File: config.mk
export PLATFORM = sky130hd
export DESIGN_NAME = dac_mux_arb
export DESIGN_NICKNAME = d
export VERILOG_FILES = /design/src/rtl/dac_mux_arb.sv
export SDC_FILE = /design/constraint.sdc
export NUM_CORES = 1
export LEC_CHECK = 0
export BUFFER_PORTS_ARGS = -buffer_cell sky130_fd_sc_hd__buf_2
export CELL_PAD_IN_SITES_DETAIL_PLACEMENT = 2
export CELL_PAD_IN_SITES_GLOBAL_PLACEMENT = 2
export CORE_UTILIZATION = 33
export DETAILED_ROUTE_END_ITERATION = 10
export HOLD_SLACK_MARGIN = 0.03
export MAX_ROUTING_LAYER = met4
export PLACE_DENSITY = 0.83
export SETUP_SLACK_MARGIN = 0.3
export SLEW_MARGIN = 40
export SYNTH_ARGS = -nofsm -noshare
export SYNTH_HDL_FRONTEND = slang
export SYNTH_SLANG_ARGS = --single-unit
File: constraint.sdc
create_clock -name sp_clk -period 4.7 [get_ports sp_clk]
set_input_delay 1.41 -clock sp_clk [delete_from_list [all_inputs] [get_ports sp_clk]]
set_output_delay 1.41 -clock sp_clk [all_outputs]
set_load 0.02 [all_outputs]
File: src/rtl/dac_mux_arb.sv
// Round-robin arbiter that drives NCH serial DACs through one frame engine.
// Define DAC_MUX_RDBK_EN to build per-channel readback of the last code sent.
module dac_mux_arb #(
  parameter int unsigned NCH    = 3,
  parameter int unsigned DW     = 8,
  parameter int unsigned CLKDIV = 2
) (
  input  logic              sp_clk,
  input  logic              sp_rst_n,
  input  logic [DW-1:0]     wr_data,
  input  logic [NCH-1:0]    wr_req,
  output logic [NCH-1:0]    pend,
  output logic              busy,
  output logic              done,
  output logic [2:0]        done_ch,
  output logic [NCH-1:0]    dac_sclk,
  output logic [NCH-1:0]    dac_sync_n,
  output logic [NCH-1:0]    dac_din,
  output logic [NCH*DW-1:0] rdbk_data
);

  localparam int unsigned H  = CLKDIV;
  localparam int unsigned CW = $clog2(2 * H) + 1;
  localparam logic [CW-1:0] HLast    = CW'(H - 1);
  localparam logic [CW-1:0] SlotLast = CW'(2 * H - 1);
  localparam logic [CW-1:0] HCnt     = CW'(H);

  typedef enum logic [1:0] {StIdle, StSetup, StShift, StHold} state_e;

  state_e                 r_state, w_state_d;
  logic [CW-1:0]          r_cnt, w_cnt_d;
  logic [3:0]             r_slot, w_slot_d;
  logic                   w_grant, w_fin, r_fin;
  logic [2:0]             r_gnt, r_last, w_sel;
  logic                   w_found;
  logic [NCH-1:0]         r_pend, w_clr;
  logic [NCH-1:0][DW-1:0] r_buf;
  logic [DW-1:0]          w_code;
  logic [15:0]            r_frame, w_frame;
  logic [NCH-1:0]         w_gnt_oh, w_sclk, w_sync_n, w_din;
  logic [NCH-1:0]         r_sclk, r_sync_n, r_din;
  logic                   r_busy, r_done, w_bit;
  logic [2:0]             r_done_ch;

  // Round-robin search: first pending channel at distance 1..NCH after the last grant.
  always_comb begin
    w_sel   = r_last;
    w_found = 1'b0;
    for (int unsigned d = 1; d <= NCH; d++) begin
      for (int unsigned j = 0; j < NCH; j++) begin
        if (!w_found && r_pend[j] && (j == (32'(r_last) + d) % NCH)) begin
          w_sel   = 3'(j);
          w_found = 1'b1;
        end
      end
    end
  end

  always_comb begin
    w_code = '0;
    for (int unsigned j = 0; j < NCH; j++) begin
      if (w_sel == 3'(j)) w_code = r_buf[j];
    end
  end

  // Frame is {2'b00, PD=2'b00, code, zero pad} so the code is left-aligned at bit 11.
  assign w_frame  = 16'(w_code) << (12 - DW);
  assign w_clr    = w_grant ? (NCH'(1) << w_sel) : '0;
  assign w_gnt_oh = NCH'(1) << r_gnt;
  assign w_bit    = r_frame[4'd15 - r_slot];

  always_comb begin
    w_state_d = r_state;
    w_cnt_d   = r_cnt;
    w_slot_d  = r_slot;
    w_grant   = 1'b0;
    w_fin     = 1'b0;
    unique case (r_state)
      StIdle: begin
        if (|r_pend) begin
          w_state_d = StSetup;
          w_cnt_d   = '0;
          w_grant   = 1'b1;
        end
      end
      StSetup: begin
        if (r_cnt == HLast) begin
          w_state_d = StShift;
          w_cnt_d   = '0;
          w_slot_d  = '0;
        end else begin
          w_cnt_d = r_cnt + CW'(1);
        end
      end
      StShift: begin
        if (r_cnt == SlotLast) begin
          w_cnt_d = '0;
          if (r_slot == 4'd15) w_state_d = StHold;
          else                 w_slot_d  = r_slot + 4'd1;
        end else begin
          w_cnt_d = r_cnt + CW'(1);
        end
      end
      StHold: begin
        if (r_cnt == SlotLast) begin
          w_state_d = StIdle;
          w_cnt_d   = '0;
          w_fin     = 1'b1;
        end else begin
          w_cnt_d = r_cnt + CW'(1);
        end
      end
      default: w_state_d = StIdle;
    endcase
  end

  // Slot k carries bit 15-k; the bit is launched with sclk high and sampled on its fall.
  always_comb begin
    w_sclk   = '0;
    w_sync_n = '1;
    w_din    = '0;
    unique case (r_state)
      StSetup: begin
        w_sync_n = ~w_gnt_oh;
        w_din    = r_frame[15] ? w_gnt_oh : '0;
      end
      StShift: begin
        w_sync_n = ~w_gnt_oh;
        w_sclk   = (r_cnt < HCnt) ? w_gnt_oh : '0;
        w_din    = w_bit ? w_gnt_oh : '0;
      end
      default: ;
    endcase
  end

  always_ff @(posedge sp_clk or negedge sp_rst_n) begin
    if (!sp_rst_n) begin
      r_state <= StIdle;
      r_cnt   <= '0;
      r_slot  <= '0;
      r_gnt   <= '0;
      r_last  <= 3'(NCH - 1);
      r_frame <= '0;
      r_pend  <= '0;
      r_buf   <= '0;
      r_fin   <= 1'b0;
    end else begin
      r_state <= w_state_d;
      r_cnt   <= w_cnt_d;
      r_slot  <= w_slot_d;
      r_fin   <= w_fin;
      // A write on the grant edge re-arms pend for a follow-up frame.
      r_pend  <= (r_pend & ~w_clr) | wr_req;
      for (int unsigned i = 0; i < NCH; i++) begin
        if (wr_req[i]) r_buf[i] <= wr_data;
      end
      if (w_grant) begin
        r_gnt   <= w_sel;
        r_last  <= w_sel;
        r_frame <= w_frame;
      end
    end
  end

  // Output stage: every pin reflects the engine state of the previous cycle.
  always_ff @(posedge sp_clk or negedge sp_rst_n) begin
    if (!sp_rst_n) begin
      r_sclk    <= '0;
      r_sync_n  <= '1;
      r_din     <= '0;
      r_busy    <= 1'b0;
      r_done    <= 1'b0;
      r_done_ch <= '0;
    end else begin
      r_sclk   <= w_sclk;
      r_sync_n <= w_sync_n;
      r_din    <= w_din;
      r_busy   <= (r_state != StIdle);
      r_done   <= r_fin;
      if (r_fin) r_done_ch <= r_gnt;
    end
  end

`ifdef DAC_MUX_RDBK_EN
  logic [NCH*DW-1:0] r_rdbk;

  always_ff @(posedge sp_clk or negedge sp_rst_n) begin
    if (!sp_rst_n) begin
      r_rdbk <= '0;
    end else if (r_fin) begin
      for (int unsigned j = 0; j < NCH; j++) begin
        if (r_gnt == 3'(j)) r_rdbk[j*DW +: DW] <= r_frame[12-DW +: DW];
      end
    end
  end

  assign rdbk_data = r_rdbk;
`else
  assign rdbk_data = '0;
`endif

  assign pend       = r_pend;
  assign busy       = r_busy;
  assign done       = r_done;
  assign done_ch    = r_done_ch;
  assign dac_sclk   = r_sclk;
  assign dac_sync_n = r_sync_n;
  assign dac_din    = r_din;

endmodule
==> summary.md <==
| Metric | Value |
|---|---|
| Status | `finished clean` |
| Synth async-reset ratio | `100.0%` |
| Tot GR Track Use | `26.15%` |
| Drt drc | `0` |
| PwrDens | `308.9 mW/mm²` |
| Fin Setup TNS | `0 ns` |
| Dpl hpwl | `11220 µm` |
| Clock share of power | `35.0%` |
| Multi-input combinational cell area | `0.003216 mm²` |
| Synthesis-stage register bit count | `63` |
| Rows | `42` |
| Ys flop type | `dfrtp_1` |
| Cells after DPL | `724` |
| Area of the die | `0.01453 mm²` |
| Peak VDD IR | `0.2614 mV` |
| Clk_lat worst skew | `0.33 ns` |
| Post-synthesis sequential area ratio | `34.12%` |
| R2r setup slk | `0.02 ns` |
| Critical-path cell list | `buf_6, ha_4, xnor2_4, nor2_1, ha_2, buf_6, inv_2, ha_4, nand3b_1, o22ai_4, a22o_1, a31oi_2, nor4_4, o221a_1, or4b_4, o221a_4, or3_4, o221ai_2` |
| Slew margin rel. | `54.19%` |
| Hold Crit Endpoint | `done` |
| Total of max-cap violations | `0` |
| CTS buffer count | `9` |
| Synthesized area | `0.004636 mm²` |
| Synth area leader | `dfrtp_1` |
| FF+latch area | `0.001584 mm²` |
| CP max FO | `8` |
| Antenna violations before repair | `0` |
| Area growth syn-to-layout | `33.09%` |
| IO Pins | `54` |
| Gr ovfl total | `0` |
| Met2 usage | `50.65%` |
| Final #Nets | `636` |
| Hold Fails Final Rpt | `0` |
| Fin crit share | `99.49%` |
| Ratio of cells with drive above 1 in the final layout | `37.29%` |
| DIE HEIGHT | `120.5 µm` |
| Grt peak-use layer | `met2` |
| Hold path start | `r_fin` |
| Detail Route Antenna Nets | `0` |
| Worst Setup Slack, final | `0.02400 ns` |
| Fillers | `1443` |
| Clock sinks | `63` |
| Switching Share | `33.09%` |
| Routed WL per cell | `23.51 µm` |
| Leakage | `2.724 nW` |
| First-pass GRT wire length | `27960 µm` |
| Grt met3 use | `2.972%` |
| R2R Path End | `r_frame[4]` |
| EDFF count, synth | `0` |
| Via density | `5.601` |
| Initial DRC Count | `150` |
| Seq pwr share | `31.2%` |
| RSZ-0062 raised after global routing | `yes` |
| GP Congestion | `0.8383` |
| H-tree levels | `3` |
| Fmax | `0.2139 GHz` |
| Crit path time final | `4.676 ns` |
| Met1 Use GR | `26.17%` |
| Cell Int Power | `1.275 mW` |
| Vias in the first global route | `4892` |
| Top cells by area, synth | `dfrtp_1 32%, ha_1 8.1%, nand2_1 5.7%` |
| Clock slew at reported path FFs | `0.06 ns` |
| CP arrival | `4.92 ns` |
| Mapped Cells | `507` |
| Setup Viol. Count Final | `0` |
| Initial core utilization | `34.46%` |
| CP required | `4.94 ns` |
| CTS tree | `yes` |
| Port Buffers | `29` |
| Fin Clk Skew | `0.005875 ns` |
| Syn Area/Cell | `9.143 µm²` |
| Setup crit start kind | `flip-flop` |
| Worst hold path type | `reg2reg` |
| Die Span X | `120.5 µm` |
| DRT Pass-1 Iters | `4` |
| Post-Route WL | `18190 µm` |
| Crit. End Element | `flip-flop` |
| Sw Pwr | `0.6308 mW` |
| Final non-filler cell total | `774` |
| Slew Limit Fails | `0` |
| Clock Path Buffers | `2` |
| Root Driver | `clkbuf_16` |
| Crit Reg-Reg Startpoint | `r_last[1]` |
| Critical path type | `reg2reg` |
| Largest net degree at the start of global routing | `50` |
| Crit path largest cell delay | `0.59 ns` |
| Vias | `4335` |
| ANT cells | `0` |
| Logic pwr share | `33.8%` |
| Hold_buf cts | `0` |
| Ys Warns | `0` |
| Post-synthesis cell type count | `74` |
| Post-route total power | `1.906 mW` |
| Slowest CP cell | `dfstp_2` |
| Setup WS pre-CTS | `-0.1959 ns` |
| Top-area cell type share of the netlist area | `31.85%` |
| Actual slew at the worst max-slew pin | `0.6872 ns` |
| Core area | `0.01345 mm²` |
| Reg2Reg Depth | `18` |
| Hold path cells | `0` |
==> power by group through the flow <==
stage / logic (mW) / clock network, mW / registers, mW
2_1_floorplan: 0.344 / 0 / 0.602
3_3_place_gp: 0.448 / 0 / 0.600
3_5_place_dp: 0.473 / 0 / 0.603
4_1_cts: 0.550 / 0.672 / 0.593
5_1_grt: 0.684 / 0.698 / 0.597
6_report: 0.644 / 0.666 / 0.595
==> per-stage QoR <==
step	cell area [µm²]	hold WS, ns	util, %
6_report	6170	0.4980	45.86
5_1_grt	6170	0.5208	45.86
4_1_cts	5888	0.4974	43.77
3_5_place_dp	5218	0.4733	38.78
3_3_place_gp	5215	0.4551	38.76
2_1_floorplan	4902	0.4164	-
==> registers in the layout, indices dropped and copies added (netlist names) <==
register	count
dac_sclk	3
r_fin	1
r_buf	24
r_state	2
dac_din	3
r_gnt	3
pend	3
r_frame	8
r_last	1
done	1
busy	1
r_cnt	3
dac_sync_n	3
r_slot	4
done_ch	3
==> critical path: cells and delay by family, from the launching register on <==
kind | cells | cell delay [ns]
adder cells (fa/ha/maj) | 3 | 0.56
XOR/XNOR | 1 | 0.08
buffers and inverters | 3 | 0.28
AO/OA/AOI/OAI | 6 | 1.16
flip-flops | 1 | 0.59
AND/OR/NAND/NOR | 5 | 1.90
==> how the worst max path moves through the flow <==
stage               slack [ns]          to  cells after the start  startpoint
global route             -0.13  r_frame[9]                     18   r_last[1]
detailed placement       -0.20  r_frame[9]                     16   r_last[1]
global placement          0.11  r_frame[4]                     17   r_last[1]
finish                    0.02  r_frame[4]                     18   r_last[1]
CTS                       0.07  r_frame[9]                     19   r_last[1]
floorplan                 0.15     pend[1]                     18   r_last[1]
==> layout make-up <==
cell class | instances | area share (%)
clock buffer | 10 | 3.873
inverter | 40 | 2.555
timing repair buffer | 97 | 11.24
multi-input combinational | 382 | 52.12
tap | 176 | 3.569
sequential | 63 | 25.67
clock inverter | 6 | 0.9734
==> metal layers <==
| metal | vias up | wire length [µm] |
|---|---|---|
| li1 | 1935 | - |
| met1 | 2233 | 6700 |
| met2 | 111 | 10380 |
| met3 | 56 | 357 |
| met4 | 0 | 754 |
| met5 | - | 0 |
==> synth_stat cells (3+ instances only) <==
master / n
nor3_1: 7
o31ai_1: 3
a211oi_1: 6
or3_1: 3
dfstp_2: 4
ha_1: 30
mux2i_1: 5
and3_1: 6
buf_4: 25
o32a_1: 10
inv_1: 39
o221ai_2: 8
o211ai_1: 3
mux2_2: 14
a21o_1: 8
o22ai_1: 5
dfrtp_1: 59
a22o_1: 6
nand3_1: 8
o21ai_0: 27
a31oi_1: 5
o21ai_1: 5
a21oi_1: 18
a221o_1: 3
and2_1: 8
xnor2_1: 3
nand2_1: 70
clkbuf_1: 12
buf_2: 4
nand2b_1: 8
nand4_1: 5
nor2b_1: 4
nand3b_1: 6
nor2_1: 26
==> timing repair <==
item / 4_1_cts / 5_1_grt
pin swaps: 23 / 19
setup endpoints to repair: 13 / 14
setup buffers: 22 / 12
hold endpoints to repair: 0 / 0
resized for setup: 31 / 45
==> cells in the final DEF (no fill, tap or decap), types with 5 or more instances in the layout <==
master      n
conb_1     24
a21oi_1    16
mux2_2     13
nand4_1     5
nand2_1    66
and2_1      5
buf_2      28
ha_1       17
buf_4      62
nand2b_1    6
o221ai_2    7
buf_6       6
o32a_1     10
nor2_1     24
dfrtp_1    57
a21o_1      7
ha_4       11
nand3_1     7
inv_1      36
mux2i_1     5
a22o_1      6
clkbuf_16   9
o21ai_0    24
nand3b_1    6
and3_1      6
==> cells by family (layout without fill, tap and decap cells) <==
family                     Yosys count  after routing  synth area share, %
muxes                               21             21                5.452
AOI/OAI and AO/OA                  137            137                23.70
other                                1             24              0.08089
DFF                                 63             63                34.12
and+or+nand+nor                    162            162                17.22
adders and majority gates           30             30                8.097
xor gates and xnor gates             8              8                1.998
buffers and inverters               85            153                9.339
Power figures use the tool's default switching activity.
